### src/rtl/pu_io_req_router_pkg.sv
// Shared types and constants for the per-PU io request router: the io command
// layout, memory-select field position and downstream target indices.
package pu_io_req_router_pkg;

  localparam int unsigned PuWidthNbits     = 32;
  localparam int unsigned PuAddrNbits      = 16;
  localparam int unsigned PuTidNbits       = 4;
  localparam int unsigned PuMemSelMsb      = 15;
  localparam int unsigned PuMemSelLsb      = 13;
  localparam int unsigned PuNumOfTgt       = 4;
  localparam int unsigned PuIoTimeoutNbits = 8;

  localparam int unsigned TgtTopicMem   = 0;
  localparam int unsigned TgtTopicPdMem = 1;
  localparam int unsigned TgtFlowMem    = 2;
  localparam int unsigned TgtStatMem    = 3;

  typedef struct packed {
    logic [PuAddrNbits-1:0]  addr;
    logic [PuTidNbits-1:0]   tid;
    logic                    wr;
    logic                    atomic;
    logic [4:0]              funct5;
    logic [PuWidthNbits-1:0] wdata;
  } io_type;

  typedef enum logic [1:0] {
    StIdle,
    StWait,
    StResp
  } state_e;

  function automatic logic [PuMemSelMsb-PuMemSelLsb:0] mem_sel(input io_type cmd);
    return cmd.addr[PuMemSelMsb:PuMemSelLsb];
  endfunction

endpackage

### src/rtl/pu_io_req_router_if.sv
// PU-side command/ack bus and target-side request/ack bus of the router.
// The slave modport is the router; the master modport is the PU plus targets.
interface pu_io_req_router_if
  import pu_io_req_router_pkg::*;
#(
  parameter int unsigned NUM_OF_TGT  = PuNumOfTgt,
  parameter int unsigned WIDTH_NBITS = PuWidthNbits
) ();

  logic                                   pu_io_req;
  io_type                                 pu_io_cmd;
  logic                                   pu_io_full;
  logic                                   pu_io_ack;
  logic [WIDTH_NBITS-1:0]                 pu_io_ack_data;
  logic                                   pu_io_err;
  logic [NUM_OF_TGT-1:0]                  tgt_io_req;
  io_type                                 tgt_io_cmd;
  logic [NUM_OF_TGT-1:0]                  tgt_io_ack;
  logic [NUM_OF_TGT-1:0][WIDTH_NBITS-1:0] tgt_io_ack_data;

  modport slave (
    input  pu_io_req, pu_io_cmd, tgt_io_ack, tgt_io_ack_data,
    output pu_io_full, pu_io_ack, pu_io_ack_data, pu_io_err, tgt_io_req, tgt_io_cmd
  );

  modport master (
    output pu_io_req, pu_io_cmd, tgt_io_ack, tgt_io_ack_data,
    input  pu_io_full, pu_io_ack, pu_io_ack_data, pu_io_err, tgt_io_req, tgt_io_cmd
  );

endinterface

### src/rtl/pu_io_req_router_sfifo2f.sv
// Two-entry synchronous FIFO; pushes while full and pops while empty are dropped.
module pu_io_req_router_sfifo2f #(
  parameter int unsigned DATA_NBITS = 8
) (
  input  logic                  clk,
  input  logic                  rst_n,
  input  logic                  i_push,
  input  logic [DATA_NBITS-1:0] i_data,
  input  logic                  i_pop,
  output logic [DATA_NBITS-1:0] o_data,
  output logic                  o_empty,
  output logic                  o_full
);

  logic [DATA_NBITS-1:0] r_mem [2];
  logic                  r_wr_ptr;
  logic                  r_rd_ptr;
  logic [1:0]            r_cnt;
  logic                  w_push;
  logic                  w_pop;

  assign o_empty = (r_cnt == 2'd0);
  assign o_full  = (r_cnt == 2'd2);
  assign w_push  = i_push & ~o_full;
  assign w_pop   = i_pop & ~o_empty;
  assign o_data  = r_mem[r_rd_ptr];

  always_ff @(posedge clk or negedge rst_n) begin
    if (!rst_n) begin
      r_wr_ptr <= 1'b0;
      r_rd_ptr <= 1'b0;
      r_cnt    <= 2'd0;
    end else begin
      if (w_push) r_wr_ptr <= ~r_wr_ptr;
      if (w_pop)  r_rd_ptr <= ~r_rd_ptr;
      r_cnt <= r_cnt + {1'b0, w_push} - {1'b0, w_pop};
    end
  end

  always_ff @(posedge clk) begin
    if (w_push) r_mem[r_wr_ptr] <= i_data;
  end

endmodule

### src/rtl/pu_io_req_router.sv
// Per-PU io front end: buffers commands, routes each to one memory target, waits
// for its ack (or a timeout) and returns the result; one request outstanding.
module pu_io_req_router
  import pu_io_req_router_pkg::*;
#(
  parameter int unsigned NUM_OF_TGT    = PuNumOfTgt,
  parameter int unsigned WIDTH_NBITS   = PuWidthNbits,
  parameter int unsigned TIMEOUT_NBITS = PuIoTimeoutNbits
) (
  input logic                clk,
  input logic                rst_n,
  pu_io_req_router_if.slave  io
);

  localparam int unsigned SelNbits = (NUM_OF_TGT > 1) ? $clog2(NUM_OF_TGT) : 1;
  localparam int unsigned FldNbits = PuMemSelMsb - PuMemSelLsb + 1;
  localparam logic [TIMEOUT_NBITS-1:0] CntMax = '1;

  state_e                      r_state, w_state_d;
  logic                        w_fifo_empty, w_fifo_full;
  logic [$bits(io_type)-1:0]   w_head_raw;
  io_type                      w_head;
  logic [FldNbits-1:0]         w_head_fld;
  logic [SelNbits-1:0]         w_head_idx;
  logic                        w_unmapped, w_head_stale, w_pop, w_issue;
  logic                        w_got_ack, w_timeout;
  logic [NUM_OF_TGT-1:0]       r_stale, w_stale_eff, w_stale_d;
  logic [SelNbits-1:0]         r_sel, w_sel_d;
  logic [TIMEOUT_NBITS-1:0]    r_cnt, w_cnt_d;
  logic [NUM_OF_TGT-1:0]       r_tgt_req, w_tgt_req_d;
  io_type                      r_tgt_cmd;
  logic                        r_ack, w_ack_d, r_err, w_err_d;
  logic [WIDTH_NBITS-1:0]      r_ack_data, w_ack_data_d;

  pu_io_req_router_sfifo2f #(
    .DATA_NBITS ($bits(io_type))
  ) u_cmd_fifo (
    .clk     (clk),
    .rst_n   (rst_n),
    .i_push  (io.pu_io_req),
    .i_data  (io.pu_io_cmd),
    .i_pop   (w_pop),
    .o_data  (w_head_raw),
    .o_empty (w_fifo_empty),
    .o_full  (w_fifo_full)
  );

  assign w_head     = io_type'(w_head_raw);
  assign w_head_fld = mem_sel(w_head);
  assign w_head_idx = w_head_fld[SelNbits-1:0];
  assign w_unmapped = (32'(w_head_fld) >= NUM_OF_TGT);

  // An ack from a stale target clears it in the same cycle, so a held command
  // can issue straight away.
  assign w_stale_eff  = r_stale & ~io.tgt_io_ack;
  assign w_head_stale = w_stale_eff[w_head_idx];

  assign w_pop     = (r_state == StIdle) && !w_fifo_empty && (w_unmapped || !w_head_stale);
  assign w_issue   = w_pop && !w_unmapped;
  assign w_got_ack = (r_state == StWait) && io.tgt_io_ack[r_sel];
  assign w_timeout = (r_state == StWait) && !w_got_ack && (r_cnt == CntMax);

  always_ff @(posedge clk or negedge rst_n) begin
    if (!rst_n) begin
      r_state    <= StIdle;
      r_stale    <= '0;
      r_sel      <= '0;
      r_cnt      <= '0;
      r_tgt_req  <= '0;
      r_ack      <= 1'b0;
      r_ack_data <= '0;
      r_err      <= 1'b0;
    end else begin
      r_state    <= w_state_d;
      r_stale    <= w_stale_d;
      r_sel      <= w_sel_d;
      r_cnt      <= w_cnt_d;
      r_tgt_req  <= w_tgt_req_d;
      r_ack      <= w_ack_d;
      r_ack_data <= w_ack_data_d;
      r_err      <= w_err_d;
    end
  end

  always_ff @(posedge clk) begin
    if (w_issue) r_tgt_cmd <= w_head;
  end

  always_comb begin
    w_state_d = r_state;
    unique case (r_state)
      StIdle:  if (w_pop) w_state_d = w_unmapped ? StResp : StWait;
      StWait:  if (w_got_ack || w_timeout) w_state_d = StIdle;
      StResp:  w_state_d = StIdle;
      default: w_state_d = StIdle;
    endcase
  end

  always_comb begin
    w_tgt_req_d  = '0;
    w_ack_d      = 1'b0;
    w_ack_data_d = '0;
    w_err_d      = 1'b0;
    w_sel_d      = r_sel;
    w_cnt_d      = r_cnt;
    w_stale_d    = w_stale_eff;
    unique case (r_state)
      StIdle: begin
        if (w_pop && w_unmapped) begin
          w_ack_d = 1'b1;
          w_err_d = 1'b1;
        end else if (w_issue) begin
          w_tgt_req_d[w_head_idx] = 1'b1;
          w_sel_d                 = w_head_idx;
          w_cnt_d                 = '0;
        end
      end
      StWait: begin
        w_cnt_d = r_cnt + 1'b1;
        if (w_got_ack) begin
          w_ack_d      = 1'b1;
          w_ack_data_d = io.tgt_io_ack_data[r_sel];
        end else if (w_timeout) begin
          w_ack_d          = 1'b1;
          w_err_d          = 1'b1;
          w_stale_d[r_sel] = 1'b1;
        end
      end
      default: ;
    endcase
  end

  assign io.pu_io_full     = w_fifo_full;
  assign io.pu_io_ack      = r_ack;
  assign io.pu_io_ack_data = r_ack_data;
  assign io.pu_io_err      = r_err;
  assign io.tgt_io_req     = r_tgt_req;
  assign io.tgt_io_cmd     = r_tgt_cmd;

endmodule

### src/flat_wrapper.sv
// flat-port wrapper written by rule: the top's interface ports become plain ports
module pu_io_req_router_flat import pu_io_req_router_pkg::*;
#(
  parameter int unsigned NUM_OF_TGT    = PuNumOfTgt,
  parameter int unsigned WIDTH_NBITS   = PuWidthNbits,
  parameter int unsigned TIMEOUT_NBITS = PuIoTimeoutNbits
)
  (clk, rst_n, io_pu_io_req, io_pu_io_cmd, io_tgt_io_ack, io_tgt_io_ack_data, io_pu_io_full, io_pu_io_ack, io_pu_io_ack_data, io_pu_io_err, io_tgt_io_req, io_tgt_io_cmd);
  pu_io_req_router_if #(.NUM_OF_TGT(NUM_OF_TGT), .WIDTH_NBITS(WIDTH_NBITS)) io_i ();
  input logic clk;
  input logic rst_n;
  input wire logic [$bits(io_i.pu_io_req)-1:0] io_pu_io_req;
  input wire logic [$bits(io_i.pu_io_cmd)-1:0] io_pu_io_cmd;
  input wire logic [$bits(io_i.tgt_io_ack)-1:0] io_tgt_io_ack;
  input wire logic [$bits(io_i.tgt_io_ack_data)-1:0] io_tgt_io_ack_data;
  output wire logic [$bits(io_i.pu_io_full)-1:0] io_pu_io_full;
  output wire logic [$bits(io_i.pu_io_ack)-1:0] io_pu_io_ack;
  output wire logic [$bits(io_i.pu_io_ack_data)-1:0] io_pu_io_ack_data;
  output wire logic [$bits(io_i.pu_io_err)-1:0] io_pu_io_err;
  output wire logic [$bits(io_i.tgt_io_req)-1:0] io_tgt_io_req;
  output wire logic [$bits(io_i.tgt_io_cmd)-1:0] io_tgt_io_cmd;
  assign io_i.pu_io_req = io_pu_io_req;
  assign io_i.pu_io_cmd = io_pu_io_cmd;
  assign io_i.tgt_io_ack = io_tgt_io_ack;
  assign io_i.tgt_io_ack_data = io_tgt_io_ack_data;
  assign io_pu_io_full = io_i.pu_io_full;
  assign io_pu_io_ack = io_i.pu_io_ack;
  assign io_pu_io_ack_data = io_i.pu_io_ack_data;
  assign io_pu_io_err = io_i.pu_io_err;
  assign io_tgt_io_req = io_i.tgt_io_req;
  assign io_tgt_io_cmd = io_i.tgt_io_cmd;
  pu_io_req_router #(.NUM_OF_TGT(NUM_OF_TGT), .WIDTH_NBITS(WIDTH_NBITS), .TIMEOUT_NBITS(TIMEOUT_NBITS)) u_core (.clk(clk), .rst_n(rst_n), .io(io_i));
endmodule
### config.mk
export PLATFORM = sky130hd
export DESIGN_NAME = pu_io_req_router_flat
export DESIGN_NICKNAME = d
export VERILOG_FILES = /design/src/rtl/pu_io_req_router_pkg.sv /design/src/rtl/pu_io_req_router_if.sv /design/src/rtl/pu_io_req_router_sfifo2f.sv /design/src/rtl/pu_io_req_router.sv /design/src/flat_wrapper.sv
export SDC_FILE = /design/constraint.sdc
export NUM_CORES = 1
export LEC_CHECK = 0
export BUFFER_PORTS_ARGS = -buffer_cell sky130_fd_sc_hd__buf_2
export CELL_PAD_IN_SITES_DETAIL_PLACEMENT = 1
export CELL_PAD_IN_SITES_GLOBAL_PLACEMENT = 1
export CORE_UTILIZATION = 37
export CTS_BUF_LIST = sky130_fd_sc_hd__clkbuf_4
export DETAILED_ROUTE_END_ITERATION = 6
export HOLD_SLACK_MARGIN = 0.08
export PLACE_DENSITY = 0.8
export SYNTH_ARGS = -nofsm -noshare
export SYNTH_HDL_FRONTEND = slang
export SYNTH_SLANG_ARGS = --single-unit
### constraint.sdc
create_clock -name clk -period 4.1 [get_ports clk]
set_input_delay 1.23 -clock clk [delete_from_list [all_inputs] [get_ports clk]]
set_output_delay 1.23 -clock clk [all_outputs]
set_load 0.01 [all_outputs]
# [Yosys cells after proc, flatten, opt, wreduce, memory -nomap -nowiden]
# Memory sizes are Yosys's and may differ from the RTL's.
# Index checks and enable logic that the tools add are counted.
[totals] reg_bits=117 ram_bits=118 in_bits=194 output_inout_bits=98 word_cells=97 n_memories=1
[mem_list] name="u_core.u_cmd_fifo.r_mem" depth=2 width=59 rd=1 rd_clocked_by_memory_dff=0 write_ports=1 line_no="pu_io_req_router_sfifo2f.sv:15" source="logic [DATA_NBITS-1:0] r_mem [2];"
[op_classes] n_addsub=3 magnitude_cmp=5 eq_ne=7 mux=33 bitwise=10 n_reduce_logical=21
[op_table] operator="32-bit 2-to-1 mux" count=3
[op_table] operator="32-bit binary-select mux with 2-bit select" count=1
[op_table] operator="4-bit 2-to-1 mux" count=6
[op_table] operator="8-bit 2-to-1 mux" count=2
[op_table] operator="8-bit one-hot mux with 2 select lines" count=1
[op_table] operator="1-bit 2-to-1 mux" count=10
[op_table] operator="1-bit logical AND" count=9
[op_table] operator="8-bit by 1-bit adder with 8-bit output, second input constant" count=1
[op_table] operator="8-bit equality test, second input constant" count=1
[op_table] operator="2-bit by 3-bit < comparator with 1-bit output, second input constant" count=2
[op_table] operator="2-bit 2-to-1 mux" count=3
[op_table] operator="2-bit != test, second input constant" count=3
[op_table] operator="3-bit AND reduction" count=2
[op_table] operator="1-bit NOT" count=5
[op_table] operator="4-bit bitwise AND" count=1
[op_table] operator="1-bit binary-select mux with 2-bit select" count=2
[op_table] operator="1-bit demux with 2-bit select" count=2
[op_table] operator="2-bit by 1-bit >= comparator with 1-bit output, second input constant" count=2
[op_table] operator="1-bit zero test" count=4
[op_table] operator="2-bit zero test" count=2
[op_table] operator="4-bit NOT" count=1
[op_table] operator="4-bit OR" count=1
[op_table] operator="1-bit one-hot mux with 2 select lines" count=2
[op_table] operator="2-bit one-hot mux with 2 select lines" count=1
[op_table] operator="other kinds (10)" count=12

# [Logic depth before layout (Yosys ltp)]
# Gate-level depths: netlist of run 1.
[logic_depth] ltp_word=11 mapped_depth=9 ltp_nobuf=8

# [Cells and area by module]
# A second synthesis of run 1 with hierarchy kept.
[hier_totals] hier_cells=457 area_unflattened_um2=9340.2
[modules_own_cells] module="pu_io_req_router_sfifo2f" n_inst=1 cells_per_inst=202 area_each_um2=4760.8
[modules_own_cells] module="pu_io_req_router" n_inst=1 cells_per_inst=255 area_each_um2=4579.4

# [Worst setup path after synthesis of run 1]
# OpenSTA, ideal clock, no wires.
[synth_timing] path_type="in2reg" startpoint="input io_pu_io_req" endpoint="memory u_core.u_cmd_fifo.r_mem[0][0] in the netlist's numbering, enable pin" setup_ps=476 t_arrival_ps=3794 slack_ps=-170 stages=2 path_buffers=0 cell_sequence="nand2_1 -> nor2_1"
[synth_between] elab_chain_cells=3
[synth_rtl] element="from (decl)" line_no="flat_wrapper.sv:12" source="input wire logic [$bits(io_i.pu_io_req)-1:0] io_pu_io_req;"
[synth_rtl] element="1-bit bitwise AND" line_no="pu_io_req_router_sfifo2f.sv:24" source="assign w_push = i_push & ~o_full;"
[synth_rtl] element="1-bit 2-to-1 mux" line_no="pu_io_req_router_sfifo2f.sv:41" source="if (w_push) r_mem[r_wr_ptr] <= i_data;"
[synth_rtl] element="1-bit 2-to-1 mux (not written as such)" line_no="pu_io_req_router_sfifo2f.sv:41"
[synth_rtl] element="to (decl)" line_no="pu_io_req_router_sfifo2f.sv:15"
# No other way between the ends.

# [Final worst setup path of run 1]
[layout_timing] startpoint="register u_core.u_cmd_fifo.r_rd_ptr" endpoint="register u_core.u_cmd_fifo.r_cnt[1]"
[layout_between] elab_chain_cells=8 elab_cells_between_ends=9 cone_classes="1 x add/sub; 1 x order compare; 2 x mux; 1 x bitwise; 3 x reduce/logical; 1 x memory"
[layout_rtl] element="from (decl)" line_no="pu_io_req_router_sfifo2f.sv:17" source="logic r_rd_ptr;"
[layout_rtl] element="from (signal assigned)" line_no="pu_io_req_router_sfifo2f.sv:35" source="if (w_pop) r_rd_ptr <= ~r_rd_ptr;"
[layout_rtl] element="memory 2 x 59 bit *"
[layout_rtl] element="net u_core.u_cmd_fifo.o_data[56]" line_no="pu_io_req_router_sfifo2f.sv:10" source="output logic [DATA_NBITS-1:0] o_data,"
[layout_rtl] element="1-bit binary-select mux with 2-bit select" line_no="pu_io_req_router.sv:56" source="assign w_head_stale = w_stale_eff[w_head_idx];"
[layout_rtl] element="1-bit 2-to-1 mux (not written as such)" line_no="pu_io_req_router.sv:56"
[layout_rtl] element="1-bit zero test" line_no="pu_io_req_router.sv:58" source="assign w_pop = (r_state == StIdle) && !w_fifo_empty && (w_unmapped || !w_head_stale);"
[layout_rtl] element="1-bit logical OR *" line_no="pu_io_req_router.sv:58"
[layout_rtl] element="1-bit logical AND *" line_no="pu_io_req_router.sv:58"
[layout_rtl] element="1-bit bitwise AND *" line_no="pu_io_req_router_sfifo2f.sv:25" source="assign w_pop = i_pop & ~o_empty;"
[layout_rtl] element="net u_core.u_cmd_fifo.w_pop" line_no="pu_io_req_router_sfifo2f.sv:20" source="logic w_pop;"
[layout_rtl] element="2-bit by 1-bit subtractor with 2-bit output *" line_no="pu_io_req_router_sfifo2f.sv:36" source="r_cnt <= r_cnt + {1'b0, w_push} - {1'b0, w_pop};"
[layout_rtl] element="to (signal assigned)" line_no="pu_io_req_router_sfifo2f.sv:36"
[layout_rtl] element="to (decl)" line_no="pu_io_req_router_sfifo2f.sv:18" source="logic [1:0] r_cnt;"
# Mark *: on every way through the listed nets, which the timed path passes. The rest lies on a longest branch. The select of a mux whose other input is x is not followed.
# A chain may end at the register's enable or synchronous reset.

==> flow_summary.json, run 1 <==
{
  "skew_ns": 0.0230,
  "cts-root-buf": "clkbuf_4",
  "final_common_cell": "buf_2",
  "drt_pass1_iterations": 4,
  "regToRegStartpoint": "u_core.u_cmd_fifo.r_rd_ptr",
  "yosysUniqueCellTypes": 40,
  "finalSetupTns_ns": 0,
  "routabilityCongestion": 0.795,
  "p_total_mw": 8.02,
  "clkTransAtPathRegs_ns": 0.06,
  "crit_slowest_cell": "dfrtp_2",
  "relSlewSlack_pct": 48.9,
  "initial_core_util_pct": 37.6,
  "grt_max_degree": 68,
  "wl_per_cell_um": 19.6,
  "finalSetupViolations": 0,
  "hold_buffers": 0,
  "setup.worst_path.class": "flip-flop to flip-flop",
  "nNetsFinal": 1012,
  "cellPowerDensity_nw_per_um2": 687,
  "insertion_delay_ns": 0.66,
  "startpoint_type": "flip-flop",
  "p_leak_nw": 4.94,
  "crit_path_cell_trace": "mux2_4 -> mux4_2 -> a2111oi_4 -> ha_1 -> inv_1 -> ha_1 -> xnor2_1 -> xnor2_1",
  "async_flop_share_pct": 24.7,
  "via_per_inst": 4.89,
  "hold_path_class": "flip-flop to flip-flop",
  "hold_viol_final": 0,
  "path_buf_inv": 1,
  "cts.path.max_buffers": 3,
  "min_from": "u_core.u_cmd_fifo.r_cnt[1]",
  "critPathRequiredTime_ns": 4.67,
  "grt_pass1_wl_um": 34800,
  "areaGrowthSynthToFinish_pct": 28.1,
  "place_ws_ns": 0.744,
  "htreeDepth": 2,
  "end_kind": "flip-flop",
  "cts_tree": "done",
  "syn_inst": 478,
  "cp.arrival_ns": 3.28,
  "synth_seq_cells": 235,
  "fillers": 2488,
  "synthesis.nets": 675,
  "slowest_delay_ns": 0.51,
  "numClockSinks": 235,
  "cts_setup_buffers": 0,
  "die_x_um": 159,
  "final_antenna_net_count": 0,
  "layout-drive-gt1-share_pct": 58.2,
  "syn_area_um2": 9120,
  "final_cell_mix": "buf_2, edfxtp_1, clkbuf_4",
  "core_area_um2": 24200,
  "ir_drop_mv": 0.330,
  "drtIter0Drc": 294,
  "period_share_pct": 66.1,
  "fmax_ghz": 0.369,
  "cts_resized": 0,
  "rsz0062_at_grt": "no",
  "grt_use_total_pct": 18.1,
  "post-route-util_pct": 48.2,
  "numPortBuffers": 291,
  "ys_warn_count": 0,
  "synth_edf_count": 177,
  "grt_antenna_before_repair": 5,
  "outcome": "complete, no violations",
  "critical_path.top_delay_family": "multiplexers",
  "yosys_most_used_dff": "edfxtp_1",
  "path_max_fanout": 9,
  "synth_seq_area_share_pct": 74.2,
  "finalWorstSetupSlack_ns": 1.39,
  "worst_pin_slew_ns": 0.755,
  "dieArea_um2": 25300,
  "num_vias": 5719,
  "slew_violations": 0,
  "dpl.hpwl_um": 16500,
  "num_rows": 57,
  "io_pins": 292,
  "grt_pass1_vias": 6326,
  "grt_remaining_overflow": 0,
  "critical_path.startpoint": "u_core.u_cmd_fifo.r_rd_ptr",
  "drcViolationCount": 0,
  "fp.dieH_um": 159,
  "numCtsBuffers": 59,
  "syn_area_per_cell_um2": 19.1,
  "wl_um": 23000,
  "max_cap_violations": 0,
  "min_period_ns": 2.71
}
per-stage QoR:
step	cell area, um2	hold slack, ns	cells
floorplan	9120	0.457	478
global placement	11000	0.489	1078
detailed placement	11000	0.508	1078
CTS	11700	0.515	1168
global route	11700	0.539	1170
finish	11700	0.521	1170
power breakdown:
part	switching [mW]	internal (mW)	leakage [nW]
logic	1.40	1.12	2.12
clock network	0.871	0.939	0.397
registers	0.243	3.45	2.42
total	2.51	5.51	4.94
logic make-up (layout without fill, tap and decap cells):
family / Yosys count / after routing / share of synthesized area [%]
adder cells (fa/ha/maj): 3 / 3 / 0.412
other: 0 / 2 / 0
AND/OR/NAND/NOR: 92 / 92 / 5.71
XOR/XNOR: 4 / 4 / 0.384
AO/OA/AOI/OAI: 19 / 19 / 1.69
buffers and inverters: 28 / 394 / 1.28
flip-flops: 235 / 235 / 74.2
multiplexers: 97 / 97 / 16.3
final cells by class:
class / count / area (um2) / area share (%)
timing repair buffer: 299 / 1550 / 13.3
clock inverter: 11 / 77.6 / 0.664
multi-input combinational: 215 / 2250 / 19.3
sequential: 235 / 6770 / 58.0
tap: 324 / 405 / 3.47
clock buffer: 79 / 593 / 5.08
antenna: 2 / 5.00 / 0.0429
inverter: 5 / 18.8 / 0.161
per-layer routing:
metal	GRT usage, %	vias to the layer above	wire length (um)
li1	-	2571	-
met1	20.5	2832	8820
met2	31.4	275	11600
met3	6.62	41	2130
met4	6.16	0	425
met5	0	-	0
worst paths after layout:
check / slack, ns / cells after the start / endpoint
worst max-delay path: 1.39 / 8 / u_core.u_cmd_fifo.r_cnt[1]
worst min-delay path: 0.52 / 1 / u_core.u_cmd_fifo.r_cnt[1]
worst max register to register: 1.39 / 8 / u_core.u_cmd_fifo.r_cnt[1]
worst min register to register: 0.52 / 1 / u_core.u_cmd_fifo.r_cnt[1]
max in group asynchronous: 2.60 / 2 / u_core.io.pu_io_ack_data[24]
min in group asynchronous: 0.62 / 1 / u_core.io.tgt_io_req[2]
sequential cells by signal (all words and copies together), names as in the netlist:
signal,count
u_core.io.pu_io_ack,1
u_core.io.pu_io_ack_data,32
u_core.io.pu_io_err,1
u_core.io.tgt_io_cmd,59
u_core.io.tgt_io_req,4
u_core.r_cnt,8
u_core.r_sel,2
u_core.r_stale,4
u_core.r_state,2
u_core.u_cmd_fifo.r_cnt,2
u_core.u_cmd_fifo.r_mem,118
u_core.u_cmd_fifo.r_rd_ptr,1
u_core.u_cmd_fifo.r_wr_ptr,1
synthesized netlist by cell type (2+ instances only):
cell,number,area (um2)
o211ai_1,2,15.0
clkbuf_1,18,67.6
or2_2,4,25.0
nor2b_1,8,50.1
ha_1,3,37.5
inv_1,5,18.8
o21bai_1,2,15.0
nor2_1,10,37.5
dfrtp_1,58,1450
edfxtp_1,177,5320
buf_2,3,15.0
mux2_2,60,676
nand4b_1,2,17.5
nor4_1,4,25.0
o21ai_0,7,35.0
xnor2_1,3,26.3
nand2_1,15,56.3
nand4_1,2,12.5
mux4_2,34,766
nand3_1,5,25.0
and3_1,34,213
nand2b_1,4,25.0
worst register-to-register path, delay by kind of cell, from the launching register on:
kind / cells / cell delay [ns]
buf+inv: 1 / 0.06
flops: 1 / 0.51
xor+xnor: 2 / 0.28
compound gates: 1 / 0.44
mux: 2 / 0.90
fa+ha+maj: 2 / 0.45
Power figures use the tool's default switching activity.
==> run 2, diff against run 1 <==
==> constraint.sdc (replaced) <==
create_clock -name clk -period 2.6 [get_ports clk]
set_input_delay 0.78 -clock clk [delete_from_list [all_inputs] [get_ports clk]]
set_output_delay 0.78 -clock clk [all_outputs]
set_load 0.01 [all_outputs]
==> run 2 against run 1 <==
- routed wire length decreased by 1.3%
- clock skew is 0.019 ns higher
- global-route usage rose by 0.12 points
- utilization rose by 0.90 points
- worst hold slack got worse by 0.32 ns
- power up 62%
- critical endpoint unchanged
==> flow_summary.json, run 2 (synthesis results as in run 1) <==
{
  "rr_endpoint": "u_core.u_cmd_fifo.r_cnt[1]",
  "relSlewSlack_pct": 48.0,
  "fillers": 2508,
  "hold_buffers": 0,
  "grt_use_total_pct": 18.2,
  "cts.path.max_buffers": 3,
  "seq_power_share_pct": 44.6,
  "min_period_ns": 2.47,
  "setup.worst_path.class": "flip-flop to flip-flop",
  "multi_input_area_um2": 2250,
  "post-route-util_pct": 49.1,
  "power.internal_mw": 9.07,
  "fp.dieH_um": 159,
  "top_layer_used": "met5",
  "layout-drive-gt1-share_pct": 58.9,
  "areaGrowthSynthToFinish_pct": 30.5,
  "critical_path.startpoint": "u_core.u_cmd_fifo.r_rd_ptr",
  "grt_pass1_vias": 6421,
  "largest_reg_flops": 118,
  "cp.arrival_ns": 3.05,
  "regMostFlops": "u_core.u_cmd_fifo.r_mem",
  "finalSetupViolations": 0,
  "critPathRequiredTime_ns": 3.18,
  "worstRegToRegCells": 8,
  "fmax_ghz": 0.404,
  "clkTransAtPathRegs_ns": 0.06,
  "cts_resized": 0,
  "hold_viol_final": 0,
  "worst_pin_slew_ns": 0.781,
  "cts_setup_buffers": 0,
  "dpl.hpwl_um": 16400,
  "io_pins": 292,
  "numCtsBuffers": 57,
  "grt_remaining_overflow": 0,
  "core_area_um2": 24200,
  "wl_met3_um": 1970,
  "cts_tree": "done",
  "skew_ns": 0.0421,
  "outcome": "complete, no violations",
  "hold_slack_ns": 0.203,
  "hold_path_class": "input pin to async pin",
  "nNetsFinal": 1019,
  "regToRegStartpoint": "u_core.u_cmd_fifo.r_rd_ptr",
  "combinationalPowerShare_pct": 30.8,
  "routabilityCongestion": 0.846,
  "via_per_inst": 4.76,
  "ir_drop_mv": 0.674,
  "path_max_fanout": 4,
  "numClockSinks": 235,
  "p_leak_nw": 5.07,
  "wl_met1_um": 8370,
  "dieArea_um2": 25300,
  "numPortBuffers": 291,
  "reg2reg_slack_ns": 0.13,
  "wl_um": 22700,
  "final_antenna_net_count": 0,
  "initial_core_util_pct": 37.6,
  "drt_pass1_iterations": 4,
  "final_common_cell": "buf_2",
  "finalSetupTns_ns": 0,
  "period_share_pct": 95.1,
  "rsz0062_at_grt": "no",
  "register_area_um2": 6770,
  "cts-root-buf": "clkbuf_4",
  "startpoint_type": "flip-flop",
  "final_cell_mix": "buf_2, edfxtp_1, clkbuf_4",
  "wl_per_cell_um": 18.9,
  "grt_max_degree": 60,
  "grt_antenna_before_repair": 5,
  "max_cap_violations": 0,
  "num_vias": 5703,
  "grt_pass1_wl_um": 34900,
  "drtIter0Drc": 225,
  "slew_violations": 0,
  "num_rows": 57,
  "cellPowerDensity_nw_per_um2": 1100,
  "met2WireLength_um": 11800,
  "htreeDepth": 2,
  "p_clk_share_pct": 24.6,
  "power_switching_mw": 3.97,
  "end_kind": "flip-flop",
  "p_sw_share_pct": 30.4,
  "drcViolationCount": 0,
  "die_x_um": 159,
  "insertion_delay_ns": 0.66
}
## run 2: metrics by stage
stage | worst slack (ns) | std cells | power (mW) | instance area, um2
floorplan | -0.381 | 478 | 8.41 | 9140
global placement | -0.0690 | 1087 | 9.85 | 11100
detailed placement | -0.0705 | 1087 | 10.0 | 11100
CTS | 0.0990 | 1194 | 13.3 | 11900
global route | 0.00183 | 1196 | 13.8 | 11900
finish | 0.126 | 1198 | 13.0 | 11900
## run 2: critical path: stages (launching register included)
cell	delay, ns
dfrtp_2	0.44
mux2_4	0.34
mux4_2	0.47
a2111oi_4	0.41
ha_1	0.29
inv_1	0.05
ha_1	0.14
xnor2_1	0.13
xnor2_1	0.13
## run 2: area by class of cell
class | instances | area share [%]
timing repair buffer | 308 | 13.7
multi-input combinational | 215 | 19.0
antenna | 4 | 0.0841
clock buffer | 92 | 5.81
clock inverter | 15 | 0.957
sequential | 235 | 56.9
inverter | 5 | 0.158
tap | 324 | 3.41
## run 2: power by group through the flow
stage | clock, mW | combinational, mW | sequential [mW]
2_1_floorplan | 0 | 2.31 | 6.10
3_3_place_gp | 0 | 4.02 | 5.83
3_5_place_dp | 0 | 4.13 | 5.91
4_1_cts | 3.34 | 4.13 | 5.84
5_1_grt | 3.50 | 4.36 | 5.91
6_report | 3.20 | 4.02 | 5.81
## run 2: how the worst max path moves through the flow
stage | endpoint | depth (start not counted)
finish | u_core.u_cmd_fifo.r_cnt[1] | 8
global route | u_core.u_cmd_fifo.r_cnt[1] | 8
CTS | u_core.u_cmd_fifo.r_cnt[1] | 8
detailed placement | u_core.u_cmd_fifo.r_cnt[1] | 9
global placement | u_core.u_cmd_fifo.r_cnt[1] | 9
floorplan | u_core.r_sel[0] | 6
## run 2: metal layers
| layer | GRT usage [%] | up-vias |
|---|---|---|
| li1 | - | 2611 |
| met1 | 19.9 | 2780 |
| met2 | 32.6 | 268 |
| met3 | 6.25 | 42 |
| met4 | 6.69 | 2 |
| met5 | 0 | - |
